[src/rtl/ec_pkg.sv]
// Shared constants and FSM encoding for the EC-core fitness evaluation path.
package ec_pkg;

   localparam int NUM_PARTICLE_TYPE = 3;
   localparam int DATA_WIDTH        = 4;
   localparam int INDIVIDUAL_LENGTH = 22;
   localparam int SELF_FIT_LENGTH   = 10;
   localparam int POP_SIZE          = 50;
   localparam int IDX_WIDTH         = 8;
   localparam int CFG_AW            = 4;
   localparam int EVAL_LATENCY      = 4;

   // Self energies first, then the interaction matrix row-major.
   localparam int CFG_WORDS = NUM_PARTICLE_TYPE + NUM_PARTICLE_TYPE * NUM_PARTICLE_TYPE;

   typedef enum logic [2:0] {
      S_IDLE,
      S_LOAD,
      S_LOAD_WAIT,
      S_ISSUE,
      S_DRAIN,
      S_DONE
   } state_e;

endpackage

[src/rtl/mem_rd_stage.sv]
// Delays a memory read request (strobe + address) by one cycle so it lines up
// with the synchronous read data coming back from the memory.
module mem_rd_stage #(
   parameter int AW = 8
) (
   input  logic          clk_i,
   input  logic          rst_i,
   input  logic          en_i,
   input  logic [AW-1:0] addr_i,
   output logic          valid_o,
   output logic [AW-1:0] addr_o
);

   logic          valid_q, valid_d;
   logic [AW-1:0] addr_q,  addr_d;

   // Address is zeroed when idle so the downstream index bus stays quiet.
   always_comb begin
      valid_d = en_i;
      addr_d  = en_i ? addr_i : '0;
   end

   // NOTE: clocked state uses non-blocking assignments so every flop samples
   // pre-edge values regardless of statement order.
   always_ff @(posedge clk_i or posedge rst_i) begin
      if (rst_i) begin
         valid_q <= 1'b0;
         addr_q  <= '0;
      end else begin
         valid_q <= valid_d;
         addr_q  <= addr_d;
      end
   end

   assign valid_o = valid_q;
   assign addr_o  = addr_q;

endmodule

[src/rtl/fitness_eval_ctrl.sv]
// Fitness-evaluation sequencer: optional energy-table load, back-to-back
// population issue, result writeback to fitness memory and pass completion.
module fitness_eval_ctrl
   import ec_pkg::*;
(
   input  logic                         clk_i,
   input  logic                         rst_i,
   input  logic                         start_i,
   input  logic                         load_cfg_i,
   input  logic                         abort_i,
   output logic                         busy_o,
   output logic                         done_o,
   output logic                         err_o,
   output logic                         cfg_rd_en_o,
   output logic [CFG_AW-1:0]            cfg_rd_addr_o,
   input  logic [DATA_WIDTH-1:0]        cfg_rd_data_i,
   output logic                         pop_rd_en_o,
   output logic [IDX_WIDTH-1:0]         pop_rd_addr_o,
   input  logic [INDIVIDUAL_LENGTH-1:0] pop_rd_data_i,
   output logic [DATA_WIDTH-1:0]        eval_energy_o,
   output logic                         eval_wr_se_o,
   output logic                         eval_wr_ie_o,
   output logic                         eval_in_valid_o,
   output logic [INDIVIDUAL_LENGTH-1:0] eval_ind_vec_o,
   output logic [IDX_WIDTH-1:0]         eval_ind_idx_o,
   input  logic                         eval_out_valid_i,
   input  logic [SELF_FIT_LENGTH-1:0]   eval_energy_i,
   input  logic [IDX_WIDTH-1:0]         eval_idx_i,
   output logic                         fit_wr_en_o,
   output logic [IDX_WIDTH-1:0]         fit_wr_addr_o,
   output logic [SELF_FIT_LENGTH-1:0]   fit_wr_data_o
);

   localparam logic [CFG_AW-1:0]    CFG_LAST   = CFG_AW'(CFG_WORDS - 1);
   localparam logic [CFG_AW-1:0]    SE_WORDS   = CFG_AW'(NUM_PARTICLE_TYPE);
   localparam logic [IDX_WIDTH-1:0] ISSUE_LAST = IDX_WIDTH'(POP_SIZE - 1);
   localparam logic [IDX_WIDTH-1:0] POP_COUNT  = IDX_WIDTH'(POP_SIZE);

   state_e                       state_q,       state_d;
   logic [CFG_AW-1:0]            cfg_cnt_q,     cfg_cnt_d;
   logic [IDX_WIDTH-1:0]         issue_cnt_q,   issue_cnt_d;
   logic [IDX_WIDTH-1:0]         result_cnt_q,  result_cnt_d;
   logic                         err_q,         err_d;
   logic                         fit_wr_en_q,   fit_wr_en_d;
   logic [IDX_WIDTH-1:0]         fit_wr_addr_q, fit_wr_addr_d;
   logic [SELF_FIT_LENGTH-1:0]   fit_wr_data_q, fit_wr_data_d;

   logic                         cfg_rd_en, pop_rd_en;
   logic                         cfg_dly_valid, pop_dly_valid;
   logic [CFG_AW-1:0]            cfg_dly_addr;
   logic [IDX_WIDTH-1:0]         pop_dly_addr;
   logic                         start_ok, result_ok;

   // Abort drops the read strobes in the same cycle, before the state changes.
   assign cfg_rd_en = (state_q == S_LOAD)  && !abort_i;
   assign pop_rd_en = (state_q == S_ISSUE) && !abort_i;
   assign start_ok  = (state_q == S_IDLE) && start_i && !abort_i;
   assign result_ok = eval_out_valid_i && !abort_i &&
                      ((state_q == S_ISSUE) || (state_q == S_DRAIN));

   mem_rd_stage #(.AW(CFG_AW)) u_cfg_stage (
      .clk_i   (clk_i),
      .rst_i   (rst_i),
      .en_i    (cfg_rd_en),
      .addr_i  (cfg_cnt_q),
      .valid_o (cfg_dly_valid),
      .addr_o  (cfg_dly_addr)
   );

   mem_rd_stage #(.AW(IDX_WIDTH)) u_pop_stage (
      .clk_i   (clk_i),
      .rst_i   (rst_i),
      .en_i    (pop_rd_en),
      .addr_i  (issue_cnt_q),
      .valid_o (pop_dly_valid),
      .addr_o  (pop_dly_addr)
   );

   always_comb begin
      // NOTE: every _d takes a default first so no branch of the case infers a latch.
      state_d       = state_q;
      cfg_cnt_d     = cfg_cnt_q;
      issue_cnt_d   = issue_cnt_q;
      result_cnt_d  = result_cnt_q;
      err_d         = err_q;
      fit_wr_en_d   = 1'b0;
      fit_wr_addr_d = fit_wr_addr_q;
      fit_wr_data_d = fit_wr_data_q;

      // Out-of-order results still get written; they only raise the sticky error.
      if (result_ok) begin
         fit_wr_en_d   = 1'b1;
         fit_wr_addr_d = eval_idx_i;
         fit_wr_data_d = eval_energy_i;
         result_cnt_d  = result_cnt_q + 1'b1;
         if (eval_idx_i != result_cnt_q) err_d = 1'b1;
      end

      unique case (state_q)
         S_IDLE: begin
            if (start_ok) begin
               err_d        = 1'b0;
               cfg_cnt_d    = '0;
               issue_cnt_d  = '0;
               result_cnt_d = '0;
               state_d      = load_cfg_i ? S_LOAD : S_ISSUE;
            end
         end
         S_LOAD: begin
            cfg_cnt_d = cfg_cnt_q + 1'b1;
            if (cfg_cnt_q == CFG_LAST) begin
               cfg_cnt_d = '0;
               state_d   = S_LOAD_WAIT;
            end
         end
         S_LOAD_WAIT: state_d = S_ISSUE;
         S_ISSUE: begin
            issue_cnt_d = issue_cnt_q + 1'b1;
            if (issue_cnt_q == ISSUE_LAST) begin
               issue_cnt_d = '0;
               state_d     = S_DRAIN;
            end
         end
         S_DRAIN: if (result_cnt_q == POP_COUNT) state_d = S_DONE;
         S_DONE:  state_d = S_IDLE;
         default: state_d = S_IDLE;
      endcase

      if (abort_i && (state_q != S_IDLE)) begin
         state_d      = S_IDLE;
         cfg_cnt_d    = '0;
         issue_cnt_d  = '0;
         result_cnt_d = '0;
      end
   end

   // NOTE: only control state is reset; the config, population and fitness
   // memories sit outside this block and keep their contents across rst_i.
   always_ff @(posedge clk_i or posedge rst_i) begin
      if (rst_i) begin
         state_q       <= S_IDLE;
         cfg_cnt_q     <= '0;
         issue_cnt_q   <= '0;
         result_cnt_q  <= '0;
         err_q         <= 1'b0;
         fit_wr_en_q   <= 1'b0;
         fit_wr_addr_q <= '0;
         fit_wr_data_q <= '0;
      end else begin
         state_q       <= state_d;
         cfg_cnt_q     <= cfg_cnt_d;
         issue_cnt_q   <= issue_cnt_d;
         result_cnt_q  <= result_cnt_d;
         err_q         <= err_d;
         fit_wr_en_q   <= fit_wr_en_d;
         fit_wr_addr_q <= fit_wr_addr_d;
         fit_wr_data_q <= fit_wr_data_d;
      end
   end

   assign busy_o        = (state_q != S_IDLE);
   assign done_o        = (state_q == S_DONE);
   assign err_o         = err_q;

   assign cfg_rd_en_o   = cfg_rd_en;
   assign cfg_rd_addr_o = cfg_cnt_q;
   assign pop_rd_en_o   = pop_rd_en;
   assign pop_rd_addr_o = issue_cnt_q;

   // Word class follows the address the data was read from, one cycle back.
   assign eval_energy_o   = cfg_dly_valid ? cfg_rd_data_i : '0;
   assign eval_wr_se_o    = cfg_dly_valid && (cfg_dly_addr < SE_WORDS);
   assign eval_wr_ie_o    = cfg_dly_valid && !(cfg_dly_addr < SE_WORDS);

   assign eval_in_valid_o = pop_dly_valid;
   assign eval_ind_idx_o  = pop_dly_addr;
   assign eval_ind_vec_o  = pop_dly_valid ? pop_rd_data_i : '0;

   assign fit_wr_en_o     = fit_wr_en_q;
   assign fit_wr_addr_o   = fit_wr_addr_q;
   assign fit_wr_data_o   = fit_wr_data_q;

endmodule

[config.mk]
export PLATFORM = sky130hd
export DESIGN_NAME = fitness_eval_ctrl
export DESIGN_NICKNAME = d
export VERILOG_FILES = /design/src/rtl/ec_pkg.sv /design/src/rtl/mem_rd_stage.sv /design/src/rtl/fitness_eval_ctrl.sv
export SDC_FILE = /design/constraint.sdc
export NUM_CORES = 1
export LEC_CHECK = 0
export BUFFER_PORTS_ARGS = -buffer_cell sky130_fd_sc_hd__buf_2
export CAP_MARGIN = 10
export CORE_AREA = 2 2 88 90
export DETAILED_ROUTE_END_ITERATION = 16
export DIE_AREA = 0 0 90 92
export GPL_TIMING_DRIVEN = 0
export PLACE_DENSITY = 0.68
export SETUP_SLACK_MARGIN = 0.15
export SLEW_MARGIN = 20
export SYNTH_ARGS = -nofsm -noshare
export SYNTH_HDL_FRONTEND = slang
export SYNTH_SLANG_ARGS = --single-unit
[constraint.sdc]
create_clock -name clk_i -period 5 [get_ports clk_i]
set_clock_uncertainty 0.15 [all_clocks]
set_input_delay 0.25 -clock clk_i [delete_from_list [all_inputs] [get_ports clk_i]]
set_output_delay 0.25 -clock clk_i [all_outputs]
set_load 0.02 [all_outputs]
; ---- Word-level counts from Yosys, hierarchy flattened
; Cells that the tools add are included.
[classes]
n_lt_le_gt_ge = 1
n_addsub = 3
n_reduce_logical = 19
mux = 28
n_eq_ne = 13
[ops]
columns = cell, n
row1 = two-way mux 8 bit, 8
row2 = two-way mux 22 bit, 1
row3 = two-way mux 4 bit, 5
row4 = "adder 8 x 1 -> 8 bit, second input constant", 2
row5 = "equality test 8 x 6 -> 1 bit, second input constant", 2
row6 = case mux 8 bit (2 select lines), 1
row7 = two-way mux 3 bit, 5
row8 = case mux 3 bit (5 select lines), 1
row9 = logical AND 1 bit, 9
row10 = "!= test 3 x 1 -> 1 bit, second input constant", 3
row11 = nonzero test 3 bit, 3
row12 = != test 8 bit, 1
row13 = case mux 4 bit (2 select lines), 1
row14 = "equality test 3 x 2 -> 1 bit, second input constant", 2
row15 = "equality test 3 bit, second input constant", 2
row16 = two-way mux 1 bit, 5
row17 = "adder 4 x 1 -> 4 bit, second input constant", 1
row18 = "equality test 4 bit, second input constant", 1
row19 = "less-than comparator 4 x 2 -> 1 bit, second input constant", 1
row20 = AND reduction 2 bit, 2
row21 = AND reduction 4 bit, 1
row22 = "equality test 3 x 1 -> 1 bit, second input constant", 1
row23 = zero test 3 bit, 1
row24 = "!= test 3 x 2 -> 1 bit, second input constant", 1
row25 = 3 further kinds, 4
[totals]
ff_bits = 57
inputBits = 50
out_inout_bits = 73

; ---- Longest topological paths before layout
; Gate-level depths: netlist of the first run.
[depth]
depth_word = 7
mapped_depth = 7
ltp_nobuf = 6

; ---- Hierarchy
; A second synthesis of the first run with hierarchy kept.
[unflattened]
cells_unflattened = 303
area_unflattened_um2 = 2842.7
[by_module_without_submodules]
columns = module, area_each_um2, instances, cells_per_inst
row1 = fitness_eval_ctrl, 2409.8, 1, 275
row2 = mem_rd_stage (u_pop_stage), 279.0, 1, 18
row3 = mem_rd_stage (u_cfg_stage), 153.9, 1, 10

; ---- Worst setup path before layout of the first run
; OpenSTA, ideal clock, no wires.
[synth_timing]
path_type = register to register
from = register state_q[1]
to = register state_q[0]
t_arrival_ps = 1801
path_slack_ps = 2925
setup_ps = 125
stages_incl_launch_ff = 6
synth_period_minus_slack_ps = 2075
cell_sequence = dfrtp_1 > buf_2 > nor4b_4 > o21ai_1 > o211ai_1 > mux2_2
[synth_between]
elab_chain_cells = 5
word_cells_on_any_way = 16
cone_classes = eq/ne (8) / mux (2) / reduce/logical (6)
[synth_rtl]
columns = item, line_no
row1 = start: declaration, fitness_eval_ctrl.sv:39  ; state_e state_q, state_d;
row2 = start signal: assignment, fitness_eval_ctrl.sv:150  ; state_q <= state_d;
row3 = zero test 3 bit, "fitness_eval_ctrl.sv:57, fitness_eval_ctrl.sv:99"
row4 = logical AND 1 bit (2 in series), fitness_eval_ctrl.sv:57  ; assign start_ok = (state_q == S_IDLE) && start_i && !abort_i;
row5 = != test 3 x 2 -> 1 bit (no line), n/a
row6 = AND reduction 4 bit (no line), n/a
; Several ways; a longest one is shown, not always the timed one.
; A chain may end at the register's enable or synchronous reset.

; ---- Worst setup path after layout of the first run
[layout_timing]
from = register state_q[1]
to = output pop_rd_en_o
[layout_between]
elab_chain_cells = 2
[layout_rtl]
columns = item, line_no
row1 = equality test 3 x 2 -> 1 bit, fitness_eval_ctrl.sv:56  ; assign pop_rd_en = (state_q == S_ISSUE) && !abort_i;
row2 = logical AND 1 bit, fitness_eval_ctrl.sv:56
row3 = end: declaration, fitness_eval_ctrl.sv:17  ; output logic pop_rd_en_o,
; No other way between the ends.

==> flow_summary_export.csv, run 1 <==
group,metric,value,unit
outcome,outcome,"finished clean",
global_route,grt_max_degree,58,
cts,holdBufCountCts,11,
synth,synthFlopType,"dfrtp_1",
final_layout,drive_gt1_share,37.2,%
pwr,p_int,1.04,mW
timing,fin_setup_tns,0,ns
critical_path,worstRegToRegCells,5,
drt,via_count,2600,
drt,vias_per_cell,4.89,
placed_design,io_buffers,122,
cts,h-tree-depth,3,
final_layout,finalNetCount,480,
critical_path,crit_slowest_cell,"dfrtp_1",
pwr,p_sw_share,39.4,%
floorplanning,dieArea,8280,um2
pwr,pwr-share-seq,37.7,%
floorplanning,fp.dieW,90,um
synth,synthArstFlopShare,100,%
global_route,overflow,0,
critical_path,r2r_end,"state_q[0]",
timing,min_period,2.15,ns
floorplanning,dieHeight,92,um
final_layout,num-fill-cells,716,
placed_design,post-dp-hpwl,5.10,mm
placed_design,placed_area,3570,um2
timing,worstMarginPinSlew,0.715,ns
global_route,busiest_layer,"met2",
pwr,switching_power,675,uW
timing,finalCritPeriodShare,43.1,%
cts,cts_tree,"done",
critical_path,critPathMostFrequentCell,"buf_2",
synth,synth_top_area_share,50.3,%
critical_path,critical_path_arrival,1.75,ns
pwr,power_density,444,nW/um2
timing,hold_viol_final,0,
cts,clk_pin_slew,0.06,ns
drt,drt_iter0_drc,136,
synth,synth.distinct_cells,51,
final_layout,multi_input_area,1320,um2
final_layout,layout.cells.most_common_list,"buf_2, dfrtp_1, nand2_1, and2_1, nor2_1",
synth,synth_warnings,0,
final_layout,final_area,3860,um2
critical_path,cp.depth,4,
global_route,grt.met3_usage,5.67,%
critical_path,slowest_delay,0.43,ns
floorplanning,rows,32,
cts,clk-insertion-delay-late,0.33,ns
critical_path,cp_max_fo,11,
placed_design,gp_routability_congestion,0.845,
drt,dr.pass1.iters,4,
cts,cts_root_buf,"clkbuf_8",
drt,wl_per_cell,13.3,um
floorplanning,ios,123,
floorplanning,coreArea,7450,um2
global_route,grt_usage,17.6,%
pwr,pwr-share-comb,40.2,%
final_layout,area.sequential,1430,um2
pwr,p_leak,2.04,nW
synth,netlist_instances,281,
critical_path,worstPathRequired,4.60,ns
drt,detail-route-antenna-nets,0,
critical_path,crit_family,"buffers and inverters",
global_route,grt_first_pass_wirelength,11.6,mm
global_route,groute.layer.met1.usage,20.1,%
timing,slew_headroom,52.3,%
final_layout,layout_commonest_cell,"buf_2",
critical_path,crit_end,"pop_rd_en_o",
synth,synth-edff-count,0,
pwr,peakVddDrop,0.000216,V
drt,drc,0,
floorplanning,initial_core_util,38.1,%
timing,finalSetupViolations,0,
synth,synth_seq_cells,57,
hold_path,hold_path_class,"primary input to flip-flop",
synth,syn_area_per_cell,10.1,um2
cts,cts_resized,0,
cts,cts_buffer_depth,2,
timing,timing.fmax,0.464,GHz
synth,ys_seq_area_share,50.3,%
critical_path,r2r_slack,2.85,ns
critical_path,cp_num_buf_inv,3,
synth,synth_area_leaders,"dfrtp_1, and2_1, nand2_1",
critical_path,startpoint_type,"flip-flop",
critical_path,worstSetupStartpoint,"state_q[1]",
synth,syn_area,2830,um2
synth,yosys.area.top_type,"dfrtp_1",
pwr,clkPwrFrac,22.1,%
global_route,grtUsageMet2,30.5,%
critical_path,r2r_start,"state_q[1]",
cts,cts_sinks,57,
synth,syn_nets,336,
global_route,antenna_found_initial,0,
final_layout,n_antenna_cell,0,
job,max_cap_viol_count,0,
timing,rsz0062_at_grt,"no",
critical_path,worstSetupEndpointType,"output port",
timing,slew_viol_final,0,
critical_path,setup.worst_path.class,"flip-flop to output port",
cts,cts_buffers,9,
critical_path,path_cells,"buf_2, nand4bb_1, inv_2, buf_2",
global_route,grt_pass1_vias,2452,
drt,postRouteWirelength,7.09,mm
cts,post_cts_buffers,0,
final_layout,syn_to_final_growth,36.2,%
[worst reg2reg max path: cells and delay by family (launching register included)]
kind                   cells  cell delay (ns)
DFF                        1             0.43
and+or+nand+nor            1             0.50
buffers and inverters      1             0.22
muxes                      1             0.36
AOI/OAI and AO/OA          2             0.38
[how the worst min path moves through the flow]
stage,startpoint,to,slack [ns],depth (start not counted)
final,eval_idx_i[6],fit_wr_addr_o[6],0.03,2
after global routing,eval_idx_i[3],fit_wr_addr_o[3],0.02,2
after CTS,eval_idx_i[6],fit_wr_addr_o[6],0.01,2
after detailed placement,rst_i,u_cfg_stage.addr_o[2],0.27,2
after global placement,eval_energy_i[6],fit_wr_data_o[6],0.29,3
after floorplan,eval_energy_i[0],fit_wr_data_o[0],0.21,2
[stage by stage]
stage / total power, mW / hold slack, ns / utilization (%) / cells / setup slack, ns
detailed placement: 1.34 / 0.273 / 48.0 / 505 / 2.87
global placement: 1.32 / 0.290 / 48.0 / 505 / 2.43
floorplan: 1.11 / 0.205 / - / 281 / 2.92
CTS: 1.73 / 0.0148 / 51.8 / 532 / 2.84
global route: 1.83 / 0.0169 / 51.8 / 532 / 2.69
finish: 1.71 / 0.0307 / 51.8 / 532 / 2.85
[cells in the mapped netlist (all sizes together) (3+ instances only)]
cell,instances
dfrtp,57
and2,41
nand2,40
o21ai,13
nor2,12
nand3,11
xnor2,11
mux2,9
inv,8
buf,6
clkbuf,6
ha,5
nand4,5
a21oi,4
nor2b,4
or3,4
a22o,3
o211ai,3
o31ai,3
[state kept, by name, indices dropped and copies added (netlist names), 3 cells and up]
signal,flops
cfg_rd_addr_o,4
fit_wr_addr_o,8
fit_wr_data_o,10
pop_rd_addr_o,8
result_cnt_q,8
state_q,3
u_cfg_stage.addr_o,4
u_pop_stage.addr_o,8
[cell type report]
type	instances	share of cell area (%)
Timing Repair Buffer	133	18.7
Multi-Input combinational cell	204	34.3
Tap cell	102	3.31
Clock buffer	13	4.12
Buffer	12	1.43
Sequential cell	57	37.0
Clock inverter	3	0.389
Inverter	8	0.843
[cells by family (layout without fill, tap and decap cells)]
logic type               after synthesis  in the layout  synth area share (%)
XOR/XNOR                              13             13                  4.02
multiplexers                          11             11                  4.28
flip-flops                            57             57                  50.3
AO/OA/AOI/OAI                         39             39                  9.40
AND/OR/NAND/NOR                      136            136                  26.8
adder cells (fa/ha/maj)                5              5                  2.21
buffers and inverters                 20            169                  3.00
[metal layers]
| metal | part of all wire (%) | up-vias |
|---|---|---|
| li1 | - | 1256 |
| met1 | 40 | 1235 |
| met2 | 51 | 103 |
| met3 | 7.2 | 6 |
| met4 | 1.3 | 0 |
| met5 | 0 | - |
[power groups by stage]
stage               combinational [mW]  clock [mW]  sequential [mW]
floorplan                        0.349           0            0.758
global placement                 0.671           0            0.648
detailed placement               0.684           0            0.654
CTS                              0.693       0.391            0.647
global route                     0.749       0.414            0.666
finish                           0.689       0.378            0.646
No activity file was read; power rests on OpenSTA's default activity.
==> run 2, diff against run 1 <==
Settings changed: PLACE_DENSITY 0.68 to 0.71.
Clock period 5 ns to 1.9 ns, I/O delays scaled along.
==> run 2 against run 1 <==
Net effect: the flow now finishes with violations (setup timing); critical path depth is 2 higher; register-to-register slack got worse by 2.9 ns; critical endpoint is now state_q[0]; global-route usage is 1.1 points higher.
==> flow_summary_export.csv, run 2 (same netlist as run 1, synthesis figures left out) <==
group,metric,value,unit
cts,cts_root_buf,"clkbuf_8",
pwr,pwr-share-seq,33.1,%
final_layout,final_area,4350,um2
drt,drc,0,
pwr,p_int,3.20,mW
final_layout,largest_reg_flops,10,
global_route,grt_usage,18.7,%
final_layout,finalNonFillerCells,563,
global_route,overflow,0,
cts,clk-insertion-delay-late,0.33,ns
floorplanning,rows,32,
job,max_cap_viol_count,0,
cts,clk_pin_slew,0.07,ns
pwr,switching_power,1.98,mW
timing,hold_slack,0.176,ns
global_route,antenna_found_initial,0,
cts,h-tree-depth,3,
final_layout,syn_to_final_growth,53.4,%
hold_path,hold_path_class,"primary input to flip-flop",
drt,drt_iter0_drc,124,
global_route,grt_max_degree,58,
placed_design,io_buffers,122,
global_route,groute.layer.met1.usage,20.1,%
cts,cts_tree,"done",
placed_design,post-dp-hpwl,5.05,mm
pwr,p_leak,2.26,nW
critical_path,worstRegToRegCells,6,
timing,worstMarginPinSlew,0.681,ns
floorplanning,initial_core_util,38.1,%
critical_path,crit_family,"flip-flops",
final_layout,finalNetCount,511,
cts,cts_buffer_depth,2,
timing,finalCritPeriodShare,101,%
placed_design,gp_routability_congestion,0.831,
final_layout,drive_gt1_share,44.5,%
final_layout,layout_commonest_cell,"buf_2",
pwr,clkPwrFrac,21.7,%
timing,slew_viol_final,0,
pwr,power_density,1190,nW/um2
critical_path,worstSetupEndpointType,"flip-flop",
global_route,grtUsageMet2,33.8,%
timing,rsz0062_at_grt,"yes",
timing,slew_headroom,54.6,%
critical_path,path_cells,"buf_12, buf_8, nor4b_4, o21ai_2, o211ai_1, mux2_4",
floorplanning,coreArea,7450,um2
placed_design,placedCellCount,505,
timing,finalSetupViolations,2,
final_layout,layout.cells.most_common_list,"buf_2, dfrtp_1, and2_1, nand2_1, dlygate4sd3_1",
critical_path,crit_slowest_cell,"dfrtp_2",
global_route,grt.met3_usage,5.18,%
hold_path,holdPathStages,5,
drt,dr.pass1.iters,4,
drt,wl_per_cell,13.9,um
pwr,pwr-share-comb,45.2,%
pwr,p_sw_share,38.3,%
critical_path,worstPathRequired,1.97,ns
drt,detail-route-antenna-nets,0,
global_route,grt_pass1_vias,2670,
floorplanning,fp.dieW,90,um
drt,postRouteWirelength,7.84,mm
critical_path,cp.depth,6,
critical_path,critical_path_arrival,1.99,ns
global_route,grt_first_pass_wirelength,12.5,mm
floorplanning,dieArea,8280,um2
critical_path,slowest_delay,0.44,ns
cts,cts_sinks,57,
critical_path,setup.worst_path.class,"flip-flop to flip-flop",
outcome,outcome,"finished, violations left",
timing,finalWorstSetupSlack,-0.0259,ns
placed_design,placed_area,3580,um2
floorplanning,ios,123,
drt,vias_per_cell,4.94,
critical_path,startpoint_type,"flip-flop",
critical_path,cp_num_buf_inv,2,
final_layout,n_antenna_cell,0,
drt,via_count,2783,
timing,timing.fmax,0.519,GHz
critical_path,cp_max_fo,5,
timing,hold_viol_final,0,
timing,min_period,1.93,ns
pwr,peakVddDrop,0.000842,V
floorplanning,dieHeight,92,um
global_route,busiest_layer,"met2",
cts,cts_buffers,9,
outcome,violations,"setup timing",
==> run 2: cell types whose count changed in the layout (fill, tap and decap cells not counted), moves of 3 or more <==
cell,change
buf_2,-5
buf_4,+15
buf_6,+10
clkbuf_1,-6
clkbuf_2,+4
dlygate4sd3_1,+9
mux2_2,-3
mux2_4,+3
nand2_1,-3
==> run 2: tightest hold or removal path: cells and delay by family <==
kind                   cells  cell delay [ns]
XOR/XNOR                   1             0.07
AND/OR/NAND/NOR            2             0.20
AO/OA/AOI/OAI              1             0.13
buffers and inverters      1             0.12
==> run 2: cell type report <==
cell class	count	area, um2
inverter	8	37.5
clock inverter	5	55.1
timing repair buffer	164	1010
sequential	57	1430
fill	656	3100
multi-input combinational	204	1440
tap	102	128
clock buffer	11	141
buffer	12	104
==> run 2: path summary, 6_finish.rpt <==
check	from	end	slack [ns]
min in group asynchronous	rst_i	cfg_rd_addr_o[2]	0.28
max in group asynchronous	rst_i	state_q[1]	0.84
worst max register to register	state_q[1]	state_q[0]	-0.03
worst min register to register	fit_wr_data_o[6]	fit_wr_data_o[6]	0.33
worst min-delay path	abort_i	result_cnt_q[3]	0.18
worst max-delay path	state_q[1]	state_q[0]	-0.03
==> run 2: timing repair <==
item	CTS	global route
pin swaps	13	6
cloned	1	0
buffers inserted	13	8
gates resized for setup	26	33
hold buffers	20	0
endpoints found under the hold margin	76	0
endpoints found under the setup margin	39	44
==> run 2: metrics by stage <==
step | setup TNS (ns) | total power, mW | setup slack, ns | util (%)
floorplan | -0.150 | 2.93 | -0.150 | -
global placement | -26.87 | 3.49 | -0.457 | 48.1
detailed placement | -1.59 | 3.54 | -0.204 | 48.1
CTS | 0 | 4.99 | 0.0263 | 56.3
global route | -0.278 | 5.48 | -0.102 | 58.4
finish | -0.0407 | 5.18 | -0.0259 | 58.4
==> run 2: power groups by stage <==
| stage | combinational [mW] | clock [mW] | sequential (mW) |
|---|---|---|---|
| 2_1_floorplan | 0.931 | 0 | 2.00 |
| 3_3_place_gp | 1.78 | 0 | 1.71 |
| 3_5_place_dp | 1.81 | 0 | 1.73 |
| 4_1_cts | 2.13 | 1.14 | 1.71 |
| 5_1_grt | 2.54 | 1.19 | 1.76 |
| 6_report | 2.34 | 1.12 | 1.72 |
==> run 2: per-layer routing <==
metal / vias up / routed length (um) / part of all wire [%]
li1: 1320 / - / -
met1: 1315 / 3050 / 39
met2: 131 / 4010 / 51
met3: 17 / 585 / 7.5
met4: 0 / 184 / 2.3
met5: - / 0 / 0
==> run 3, diff against run 2 <==
Settings changed: SKIP_CTS_REPAIR_TIMING from default to 1.
==> run 3 against run 2 <==
Net effect: the flow still finishes with violations (setup timing); sequential power about the same; die area unchanged; utilization shrank 1.1 points; routed wire length down 1.8%; register-to-register slack is essentially flat; design area fell by 1.8%; global-route usage down 1.9 points; first-iteration DRC count fell by 4.0%; setup slack better by 0.0043 ns; hold slack worse by 0.17 ns; combinational power fell by 6%; sequential cell count unchanged; largest power group unchanged; highest routed layer unchanged.
==> flow_summary_export.csv, run 3 (same netlist as run 1, synthesis figures left out) <==
group,metric,value,unit
timing,hold_slack,0.00910,ns
global_route,grt_max_degree,58,
timing,finalCritPeriodShare,101,%
pwr,clkPwrFrac,22.4,%
critical_path,cp_num_buf_inv,1,
hold_path,hold_path_class,"primary input to flip-flop",
final_layout,largest_reg_flops,10,
pwr,peakVddDrop,0.000870,V
drt,drc,0,
timing,finalSetupViolations,3,
floorplanning,ios,123,
placed_design,dp_slack,-0.204,ns
global_route,grt_pass1_vias,2394,
timing,slew_headroom,54.7,%
timing,timing.fmax,0.520,GHz
cts,cts_tree,"done",
placed_design,post-dp-hpwl,5.05,mm
final_layout,layout_commonest_cell,"buf_2",
floorplanning,dieArea,8280,um2
floorplanning,rows,32,
drt,via_count,2751,
final_layout,num-fill-cells,643,
pwr,switching_power,1.95,mW
cts,cts_buffers,9,
global_route,grt_first_pass_wirelength,11.2,mm
outcome,violations,"setup timing",
timing,hold_viol_final,0,
cts,cts_buffer_depth,2,
hold_path,hold_end,"state_q[1]",
drt,detail-route-antenna-nets,0,
final_layout,n_antenna_cell,0,
timing,worstMarginPinSlew,0.680,ns
cts,cts_sinks,57,
pwr,p_leak,2.22,nW
critical_path,slowest_delay,0.45,ns
global_route,overflow,0,
timing,min_period,1.92,ns
pwr,pwr-share-comb,43.5,%
critical_path,r2r_end,"state_q[0]",
final_layout,finalNetCount,506,
placed_design,gp_routability_congestion,0.831,
final_layout,final_util,57.3,%
pwr,p_int,3.09,mW
drt,wl_per_cell,13.8,um
hold_path,holdPathStages,4,
critical_path,worstPathRequired,1.97,ns
floorplanning,coreArea,7450,um2
critical_path,startpoint_type,"flip-flop",
floorplanning,initial_core_util,38.1,%
final_layout,syn_to_final_growth,50.6,%
pwr,power_density,1180,nW/um2
final_layout,area.sequential,1430,um2
critical_path,path_cells,"buf_6, nor4b_4, o21ai_1, o211ai_1, mux2_2",
drt,postRouteWirelength,7.70,mm
cts,clk-insertion-delay-late,0.34,ns
critical_path,r2r_start,"state_q[1]",
outcome,outcome,"finished, violations left",
floorplanning,dieHeight,92,um
critical_path,cp_max_fo,10,
final_layout,multi_input_area,1440,um2
pwr,pwr-share-seq,34.2,%
job,max_cap_viol_count,0,
cts,clk_pin_slew,0.07,ns
floorplanning,fp.dieW,90,um
timing,finalWorstSetupSlack,-0.0215,ns
timing,slew_viol_final,0,
drt,vias_per_cell,4.93,
drt,dr.pass1.iters,4,
final_layout,drive_gt1_share,44.3,%
critical_path,r2r_slack,-0.02,ns
critical_path,critical_path_arrival,1.99,ns
global_route,antenna_found_initial,0,
timing,rsz0062_at_grt,"yes",
critical_path,crit_slowest_cell,"dfrtp_2",
placed_design,io_buffers,122,
cts,cts_root_buf,"clkbuf_8",
final_layout,layout.cells.most_common_list,"buf_2, dfrtp_1, and2_1, nand2_1, dlygate4sd3_1",
drt,drt_iter0_drc,119,
timing,fin_setup_tns,-0.0242,ns
critical_path,worstSetupEndpointType,"flip-flop",
critical_path,crit_family,"flip-flops",
hold_path,min-delay-start,"load_cfg_i",
critical_path,worstRegToRegCells,5,
critical_path,setup.worst_path.class,"flip-flop to flip-flop",
pwr,p_sw_share,38.7,%
cts,h-tree-depth,3,
global_route,grt_usage,16.8,%
-- run 3: cell count changes in the layout (fill, tap and decap cells not counted), moves of 2 or more --
cell,delta
buf_6,-3
clkbuf_2,-2
buf_4,+2
buf_8,-2
mux2_4,-2
mux2_2,+2
-- run 3: layer usage --
metal | track usage (%) | vias up | part of all wire (%)
li1 | - | 1311 | -
met1 | 18.9 | 1298 | 39
met2 | 29.8 | 128 | 51
met3 | 4.60 | 14 | 7.3
met4 | 7.31 | 0 | 1.9
met5 | 0 | - | 0
-- run 3: power groups by stage --
stage | clock [mW] | sequential (mW) | combinational, mW
floorplan | 0 | 2.00 | 0.931
global placement | 0 | 1.71 | 1.78
detailed placement | 0 | 1.73 | 1.81
CTS | 1.14 | 1.71 | 1.82
global route | 1.19 | 1.76 | 2.37
finish | 1.13 | 1.72 | 2.19
-- run 3: final cells by class --
type	instances	area share (%)
clock inverter	5	1.29
clock buffer	11	3.31
timing repair buffer	159	22.3
multi-input combinational	204	33.7
inverter	8	0.879
sequential	57	33.5
buffer	12	2.08
tap	102	2.99
-- run 3: worst max-delay path by stage --
| stage | cells past startpoint | to | startpoint |
|---|---|---|---|
| 6_report | 5 | state_q[0] | state_q[1] |
| 5_1_grt | 5 | state_q[0] | state_q[1] |
| 4_1_cts | 5 | state_q[0] | state_q[1] |
| 3_5_place_dp | 5 | state_q[0] | state_q[1] |
| 3_3_place_gp | 2 | fit_wr_addr_o[2] | rst_i |
| 2_1_floorplan | 5 | state_q[0] | state_q[1] |
-- run 3: stage by stage --
step	area [um2]	power [mW]	std cells
5_1_grt	4270	5.32	558
3_5_place_dp	3580	3.54	505
2_1_floorplan	2840	2.93	281
6_report	4270	5.03	558
4_1_cts	3780	4.67	521
3_3_place_gp	3580	3.49	505
-- run 3: worst register-to-register path: cells and delay by family (launching register included) --
kind                   cells  cell delay (ns)
DFF                        1             0.45
buffers and inverters      1             0.16
AOI/OAI and AO/OA          2             0.34
and+or+nand+nor            1             0.35
muxes                      1             0.36
